==> src/rtl/mem_arbiter_if.sv <==
// Bundle of the fetch port, data port and shared single-port RAM port around mem_arbiter.
// slave = arbiter side, master = requesters plus RAM model side.
interface mem_arbiter_if #(
  parameter int unsigned DATA_WIDTH = 32,
  parameter int unsigned ADDR_WIDTH = 16
);
  logic                  if_req;
  logic [ADDR_WIDTH-1:0] if_addr;
  logic                  if_gnt;
  logic                  if_rvalid;
  logic [DATA_WIDTH-1:0] if_rdata;

  logic                  dm_req;
  logic                  dm_we;
  logic [ADDR_WIDTH-1:0] dm_addr;
  logic [DATA_WIDTH-1:0] dm_wdata;
  logic                  dm_gnt;
  logic                  dm_done;
  logic [DATA_WIDTH-1:0] dm_rdata;

  logic [ADDR_WIDTH-1:0] ram_address;
  logic [DATA_WIDTH-1:0] ram_data_in;
  logic                  ram_write;
  logic                  ram_read;
  logic [DATA_WIDTH-1:0] ram_data_out;

  modport slave (
    input  if_req, if_addr, dm_req, dm_we, dm_addr, dm_wdata, ram_data_out,
    output if_gnt, if_rvalid, if_rdata, dm_gnt, dm_done, dm_rdata,
           ram_address, ram_data_in, ram_write, ram_read
  );

  modport master (
    output if_req, if_addr, dm_req, dm_we, dm_addr, dm_wdata, ram_data_out,
    input  if_gnt, if_rvalid, if_rdata, dm_gnt, dm_done, dm_rdata,
           ram_address, ram_data_in, ram_write, ram_read
  );
endinterface

==> src/rtl/mem_arbiter.sv <==
// Two-port (fetch / data) arbiter in front of one single-port RAM; one transaction every 3 cycles.
// Define MEM_ARBITER_ROUND_ROBIN_EN for round-robin tie-breaking; otherwise data always wins ties.
module mem_arbiter #(
  parameter int unsigned DATA_WIDTH = 32,
  parameter int unsigned ADDR_WIDTH = 16
) (
  input  logic           clk,
  input  logic           rst,
  mem_arbiter_if.slave   bus
);

  typedef enum logic [1:0] {
    IDLE  = 2'd0,
    ISSUE = 2'd1,
    RESP  = 2'd2
  } state_t;

  state_t                state;
  logic                  owner_fetch;
  logic                  ram_read_q;
  logic                  ram_write_q;
  logic                  if_rvalid_q;
  logic                  dm_done_q;
  logic [ADDR_WIDTH-1:0] ram_address_q;
  logic [DATA_WIDTH-1:0] ram_data_in_q;

  logic                  pick_if_c;
  logic                  pick_dm_c;
  logic                  accept_c;

`ifdef MEM_ARBITER_ROUND_ROBIN_EN
  // Set when the fetch port was the most recent winner; resets so data wins the first tie.
  logic last_fetch;

  always_comb begin
    pick_if_c = 1'b0;
    pick_dm_c = 1'b0;
    if (state == IDLE) begin
      if (bus.if_req && bus.dm_req) begin
        pick_dm_c = last_fetch;
        pick_if_c = !last_fetch;
      end else begin
        pick_dm_c = bus.dm_req;
        pick_if_c = bus.if_req;
      end
    end
  end

  always_ff @(posedge clk or posedge rst) begin
    if (rst) begin
      last_fetch <= 1'b1;
    end else if (accept_c) begin
      last_fetch <= pick_if_c;
    end
  end
`else
  always_comb begin
    pick_if_c = 1'b0;
    pick_dm_c = 1'b0;
    if (state == IDLE) begin
      pick_dm_c = bus.dm_req;
      pick_if_c = bus.if_req && !bus.dm_req;
    end
  end
`endif

  assign accept_c = pick_if_c | pick_dm_c;

  // Transaction FSM: the RAM strobes live only in ISSUE, the response pulse only in RESP.
  always_ff @(posedge clk or posedge rst) begin
    if (rst) begin
      state         <= IDLE;
      owner_fetch   <= 1'b0;
      ram_read_q    <= 1'b0;
      ram_write_q   <= 1'b0;
      if_rvalid_q   <= 1'b0;
      dm_done_q     <= 1'b0;
      ram_address_q <= '0;
      ram_data_in_q <= '0;
    end else begin
      case (state)
        IDLE: begin
          if (accept_c) begin
            state         <= ISSUE;
            owner_fetch   <= pick_if_c;
            ram_address_q <= pick_if_c ? bus.if_addr : bus.dm_addr;
            ram_read_q    <= pick_if_c | (pick_dm_c & !bus.dm_we);
            ram_write_q   <= pick_dm_c & bus.dm_we;
            if (pick_dm_c) begin
              ram_data_in_q <= bus.dm_wdata;
            end
          end
        end
        ISSUE: begin
          state       <= RESP;
          ram_read_q  <= 1'b0;
          ram_write_q <= 1'b0;
          if_rvalid_q <= owner_fetch;
          dm_done_q   <= !owner_fetch;
        end
        RESP: begin
          state       <= IDLE;
          if_rvalid_q <= 1'b0;
          dm_done_q   <= 1'b0;
        end
        default: begin
          state       <= IDLE;
          ram_read_q  <= 1'b0;
          ram_write_q <= 1'b0;
          if_rvalid_q <= 1'b0;
          dm_done_q   <= 1'b0;
        end
      endcase
    end
  end

  assign bus.if_gnt      = pick_if_c;
  assign bus.dm_gnt      = pick_dm_c;
  assign bus.if_rvalid   = if_rvalid_q;
  assign bus.dm_done     = dm_done_q;
  assign bus.ram_read    = ram_read_q;
  assign bus.ram_write   = ram_write_q;
  assign bus.ram_address = ram_address_q;
  assign bus.ram_data_in = ram_data_in_q;

  // RAM read data arrives in RESP, so it is forwarded straight through during the response pulse.
  assign bus.if_rdata = if_rvalid_q ? bus.ram_data_out : '0;
  assign bus.dm_rdata = dm_done_q   ? bus.ram_data_out : '0;

endmodule

==> src/flat_wrapper.sv <==
// flat-port wrapper written by rule: the top's interface ports become plain ports
module mem_arbiter_flat 
#(
  parameter int unsigned DATA_WIDTH = 32,
  parameter int unsigned ADDR_WIDTH = 16
)
  (clk, rst, bus_if_req, bus_if_addr, bus_dm_req, bus_dm_we, bus_dm_addr, bus_dm_wdata, bus_ram_data_out, bus_if_gnt, bus_if_rvalid, bus_if_rdata, bus_dm_gnt, bus_dm_done, bus_dm_rdata, bus_ram_address, bus_ram_data_in, bus_ram_write, bus_ram_read);
  mem_arbiter_if #(.DATA_WIDTH(DATA_WIDTH), .ADDR_WIDTH(ADDR_WIDTH)) bus_i ();
  input  logic clk;
  input  logic rst;
  input wire logic [$bits(bus_i.if_req)-1:0] bus_if_req;
  input wire logic [$bits(bus_i.if_addr)-1:0] bus_if_addr;
  input wire logic [$bits(bus_i.dm_req)-1:0] bus_dm_req;
  input wire logic [$bits(bus_i.dm_we)-1:0] bus_dm_we;
  input wire logic [$bits(bus_i.dm_addr)-1:0] bus_dm_addr;
  input wire logic [$bits(bus_i.dm_wdata)-1:0] bus_dm_wdata;
  input wire logic [$bits(bus_i.ram_data_out)-1:0] bus_ram_data_out;
  output wire logic [$bits(bus_i.if_gnt)-1:0] bus_if_gnt;
  output wire logic [$bits(bus_i.if_rvalid)-1:0] bus_if_rvalid;
  output wire logic [$bits(bus_i.if_rdata)-1:0] bus_if_rdata;
  output wire logic [$bits(bus_i.dm_gnt)-1:0] bus_dm_gnt;
  output wire logic [$bits(bus_i.dm_done)-1:0] bus_dm_done;
  output wire logic [$bits(bus_i.dm_rdata)-1:0] bus_dm_rdata;
  output wire logic [$bits(bus_i.ram_address)-1:0] bus_ram_address;
  output wire logic [$bits(bus_i.ram_data_in)-1:0] bus_ram_data_in;
  output wire logic [$bits(bus_i.ram_write)-1:0] bus_ram_write;
  output wire logic [$bits(bus_i.ram_read)-1:0] bus_ram_read;
  assign bus_i.if_req = bus_if_req;
  assign bus_i.if_addr = bus_if_addr;
  assign bus_i.dm_req = bus_dm_req;
  assign bus_i.dm_we = bus_dm_we;
  assign bus_i.dm_addr = bus_dm_addr;
  assign bus_i.dm_wdata = bus_dm_wdata;
  assign bus_i.ram_data_out = bus_ram_data_out;
  assign bus_if_gnt = bus_i.if_gnt;
  assign bus_if_rvalid = bus_i.if_rvalid;
  assign bus_if_rdata = bus_i.if_rdata;
  assign bus_dm_gnt = bus_i.dm_gnt;
  assign bus_dm_done = bus_i.dm_done;
  assign bus_dm_rdata = bus_i.dm_rdata;
  assign bus_ram_address = bus_i.ram_address;
  assign bus_ram_data_in = bus_i.ram_data_in;
  assign bus_ram_write = bus_i.ram_write;
  assign bus_ram_read = bus_i.ram_read;
  mem_arbiter #(.DATA_WIDTH(DATA_WIDTH), .ADDR_WIDTH(ADDR_WIDTH)) u_core (.clk(clk), .rst(rst), .bus(bus_i));
endmodule
==> config.mk <==
export PLATFORM = sky130hd
export DESIGN_NAME = mem_arbiter_flat
export DESIGN_NICKNAME = d
export VERILOG_FILES = /design/src/rtl/mem_arbiter_if.sv /design/src/rtl/mem_arbiter.sv /design/src/flat_wrapper.sv
export SDC_FILE = /design/constraint.sdc
export NUM_CORES = 1
export LEC_CHECK = 0
export ABC_CLOCK_PERIOD_IN_PS = 1550
export CAP_MARGIN = 20
export CELL_PAD_IN_SITES_DETAIL_PLACEMENT = 1
export CELL_PAD_IN_SITES_GLOBAL_PLACEMENT = 1
export CORE_MARGIN = 4
export CORE_UTILIZATION = 19
export CTS_CLUSTER_DIAMETER = 60
export CTS_CLUSTER_SIZE = 24
export DETAILED_ROUTE_END_ITERATION = 10
export PLACE_DENSITY = 0.72
export SETUP_SLACK_MARGIN = 0.5
export SLEW_MARGIN = 15
export SYNTH_ARGS = -nofsm -noshare
export SYNTH_HDL_FRONTEND = slang
export SYNTH_SLANG_ARGS = --single-unit
==> constraint.sdc <==
create_clock -name clk -period 1.55 [get_ports clk]
set_input_delay 0.155 -clock clk [delete_from_list [all_inputs] [get_ports clk]]
set_output_delay 0.155 -clock clk [all_outputs]
set_load 0.01 [all_outputs]
==> results of run 1 <==
power groups by stage:
stage | clock (mW) | sequential, mW | combinational (mW)
2_1_floorplan | 0 | 2.85 | 1.81
5_1_grt | 1.42 | 2.78 | 7.90
3_3_place_gp | 0 | 2.56 | 4.72
6_report | 1.30 | 2.69 | 7.39
3_5_place_dp | 0 | 2.59 | 4.83
4_1_cts | 1.36 | 2.66 | 6.18
synth_stat cells:
cell type	instances	area share (%)
nand2_1	130	18
and2_1	64	15
dfrtp_1	55	52
nor2_1	17	2.4
a31oi_1	15	3.5
clkbuf_1	11	1.6
buf_2	4	0.76
buf_4	3	0.85
buf_6	3	1.3
inv_1	2	0.28
mux2i_1	2	0.76
o21ai_1	2	0.38
a31oi_2	1	0.47
clkinv_2	1	0.19
inv_2	1	0.14
nand2b_1	1	0.24
nand3b_1	1	0.28
nor2_2	1	0.24
nor2b_1	1	0.24
o211ai_1	1	0.28
or3b_1	1	0.33
or4b_1	1	0.38
how the worst max path moves through the flow:
stage	end	from	slack (ns)
floorplan	u_core.bus.ram_address[2]	u_core.state[1]	0.12
global placement	bus_if_gnt	bus_dm_req	-0.41
detailed placement	bus_if_gnt	bus_dm_req	-0.43
CTS	u_core.bus.ram_address[11]	u_core.state[1]	-0.03
global route	bus_if_gnt	u_core.state[1]	-0.06
finish	bus_if_gnt	u_core.state[1]	-0.02
registers in the layout (all words and copies together), names as in the netlist:
signal,cells
u_core.bus.if_rvalid,1
u_core.bus.ram_write,1
u_core.bus.ram_address,16
u_core.bus.ram_data_in,32
u_core.bus.dm_done,1
u_core.state,2
u_core.bus.ram_read,1
u_core.owner_fetch,1
timing repair:
item                                    4_1_cts  5_1_grt
resized for setup                           551      165
pin swaps                                    55       39
endpoints found under the hold margin         0        0
gates cloned                                 13        4
endpoints found under the setup margin      170      138
setup buffers                                23       11
critical path: cells and delay by family, from the launching register on:
kind | cells | cell delay [ns]
buffers and inverters | 2 | 0.17
DFF | 1 | 0.40
and+or+nand+nor | 1 | 0.55
logic make-up (layout without fill, tap and decap cells):
family          Yosys count  after routing
simple gates            217            217
flops                    55             55
buf+inv                  25            290
compound gates           19             19
mux                       2              2
per-stage QoR:
stage,util (%),instances,area (sq um)
after floorplan,-,318,2740
after global placement,37.6,700,5060
after detailed placement,37.6,700,5060
after CTS,42.6,744,5720
after global routing,48.2,759,6480
final,48.2,759,6480
per-layer routing:
metal	track usage (%)	vias to the layer above	part of all wire (%)
met5	0	-	0.087
met4	3.15	2	0.65
met3	4.11	10	6.4
met2	30.2	141	55
met1	17.0	1599	38
li1	-	1514	-
layout make-up:
cell class	count	share of cell area, %
Timing Repair Buffer	278	47.1
Multi-Input combinational cell	238	25.1
Clock buffer	5	1.93
Sequential cell	55	21.3
Tap cell	176	3.40
Clock inverter	3	0.714
Inverter	4	0.444
cell usage in the layout (no fill, tap or decap), types with 2 or more instances in the layout:
cell / Yosys / final
nand2_4: 0 / 29
and2_4: 0 / 64
clkbuf_2: 0 / 5
nor2_1: 17 / 17
a31oi_1: 15 / 15
dlymetal6s2s_1: 0 / 11
clkbuf_16: 0 / 11
clkdlybuf4s50_1: 0 / 100
buf_2: 4 / 30
o21ai_1: 2 / 2
buf_16: 0 / 12
buf_6: 3 / 82
nand2_2: 0 / 40
dfrtp_2: 0 / 2
clkinvlp_4: 0 / 2
nand2_1: 130 / 61
buf_4: 3 / 24
dfrtp_1: 55 / 53
mux2i_1: 2 / 2
buf_12: 0 / 7
==> run summary, run 1 <==
status - finished, violations left
failing checks - negative setup slack
mux contribution to synthesized area - 0.755%
count of different cell masters after synthesis - 22
worst-margin pin slew - 0.301 ns
#FFs+latches synth - 55
syn avg cell area - 8.34 sq um
Post-DRT Antenna Nets - 0
Slew Limit Fails - 0
Psw - 4.23 mW
Skew-Pair Late Insertion Delay - 0.29 ns
Cell Rows - 42
minimum clock period - 1.57 ns
reg-to-reg slack, setup - 0.05 ns
vias post-DR - 3266
first-pass GRT wire length - 20.0 mm
setup TNS - -0.0175 ns
crit path cell chain - or4b_4, inv_4, buf_6
CTS Buf Count - 5
PnR Total Power - 11.4 mW
DRC errors left - 0
Synth Area in Simple Gates - 37.6%
Cell Int Power - 7.15 mW
Leak - 3.23 nW
r2r worst-path depth - 4
largest net degree at the start of global routing - 56
HP Class - primary input to async pin
DRT Pass-1 Iters - 4
WL final - 13.7 mm
post-synthesis sequential area ratio - 51.9%
Reg area - 1380 sq um
reg2reg start - u_core.state[1]
Synth Area in XOR/XNOR - 0%
fmax - 638 MHz
DPL Wire Length - 8.40 mm
worst r2r dst - u_core.bus.ram_address[11]
Die Ht - 126 microns
largest family of logic cells by synthesized area - simple AND/OR/NAND/NOR gates
DR WL/cell - 18.1 microns
I/O pins - 219
Clock Tree Root - clkbuf_16
post-synthesis compound-gate area fraction - 4.67%
vias per cell - 4.30
slowest CP cell - or4b_4
H-tree Lvls - 2
Comb power frac - 65.0%
Final #Nets - 683
Worst path max stage delay - 0.55 ns
RSZ-0062 raised after global routing - true
antenna cells - 0
Syn Std Cell Area - 2650 sq um
area grow syn2layout - 145%
crit path kind - flop to primary output
Iter 0 DRT Violations - 94
Synth warnings - 0
Core Region - 13500 sq um
Setup WS pre-CTS - -0.425 ns
Final Skew - 0.00499 ns
gr ovfl total - 0
die area - 15900 sq um
PwrDens - 1760 nW/um^2
Final Setup Violations - 1
clock power share - 11.5%
initial antenna violation count - 1
hold slack final - 0.281 ns
Max Cap Viol - 0
Die X - 126 microns
crit share post-route - 101%
Port-buffer cells - 218
hold_buf cts - 0
clock buffer depth - 2
CTS tree - done
Setup crit end kind - primary output
Req. time, crit path - 1.39 ns
Syn Nets - 419
Worst setup SP type - flop
Hold Fails Final Rpt - 0
clock tree sinks - 55
initial core utilization - 19.7%
Multi-input gate area - 1630 sq um
filler instances - 1515
Clk pin slew, worst setup/hold paths - 0.07 ns
worst ir drop on vdd - 0.781 mV
layout cells sized above 1 - 54.4%
vias in the first global route - 3592
routability cong. - 0.817
maximum fanout along the worst path - 3
GRT Total Usage - 15.6%
Adder-Cell Fraction of Synth Area - 0%
switch share - 37.2%
Final WS setup - -0.0175 ns
Seq pwr share - 23.6%
Arr. time, crit path - 1.41 ns
post-synthesis instance total - 318
Max-slew headroom - 80.0%
No activity file was read; power rests on OpenSTA's default activity.
==> inputs of run 2 (changes only) <==
- HOLD_SLACK_MARGIN: unset -> 0.05
==> results of run 2 <==
Same layout as run 1: the final DEF is identical, and so are final timing and power.
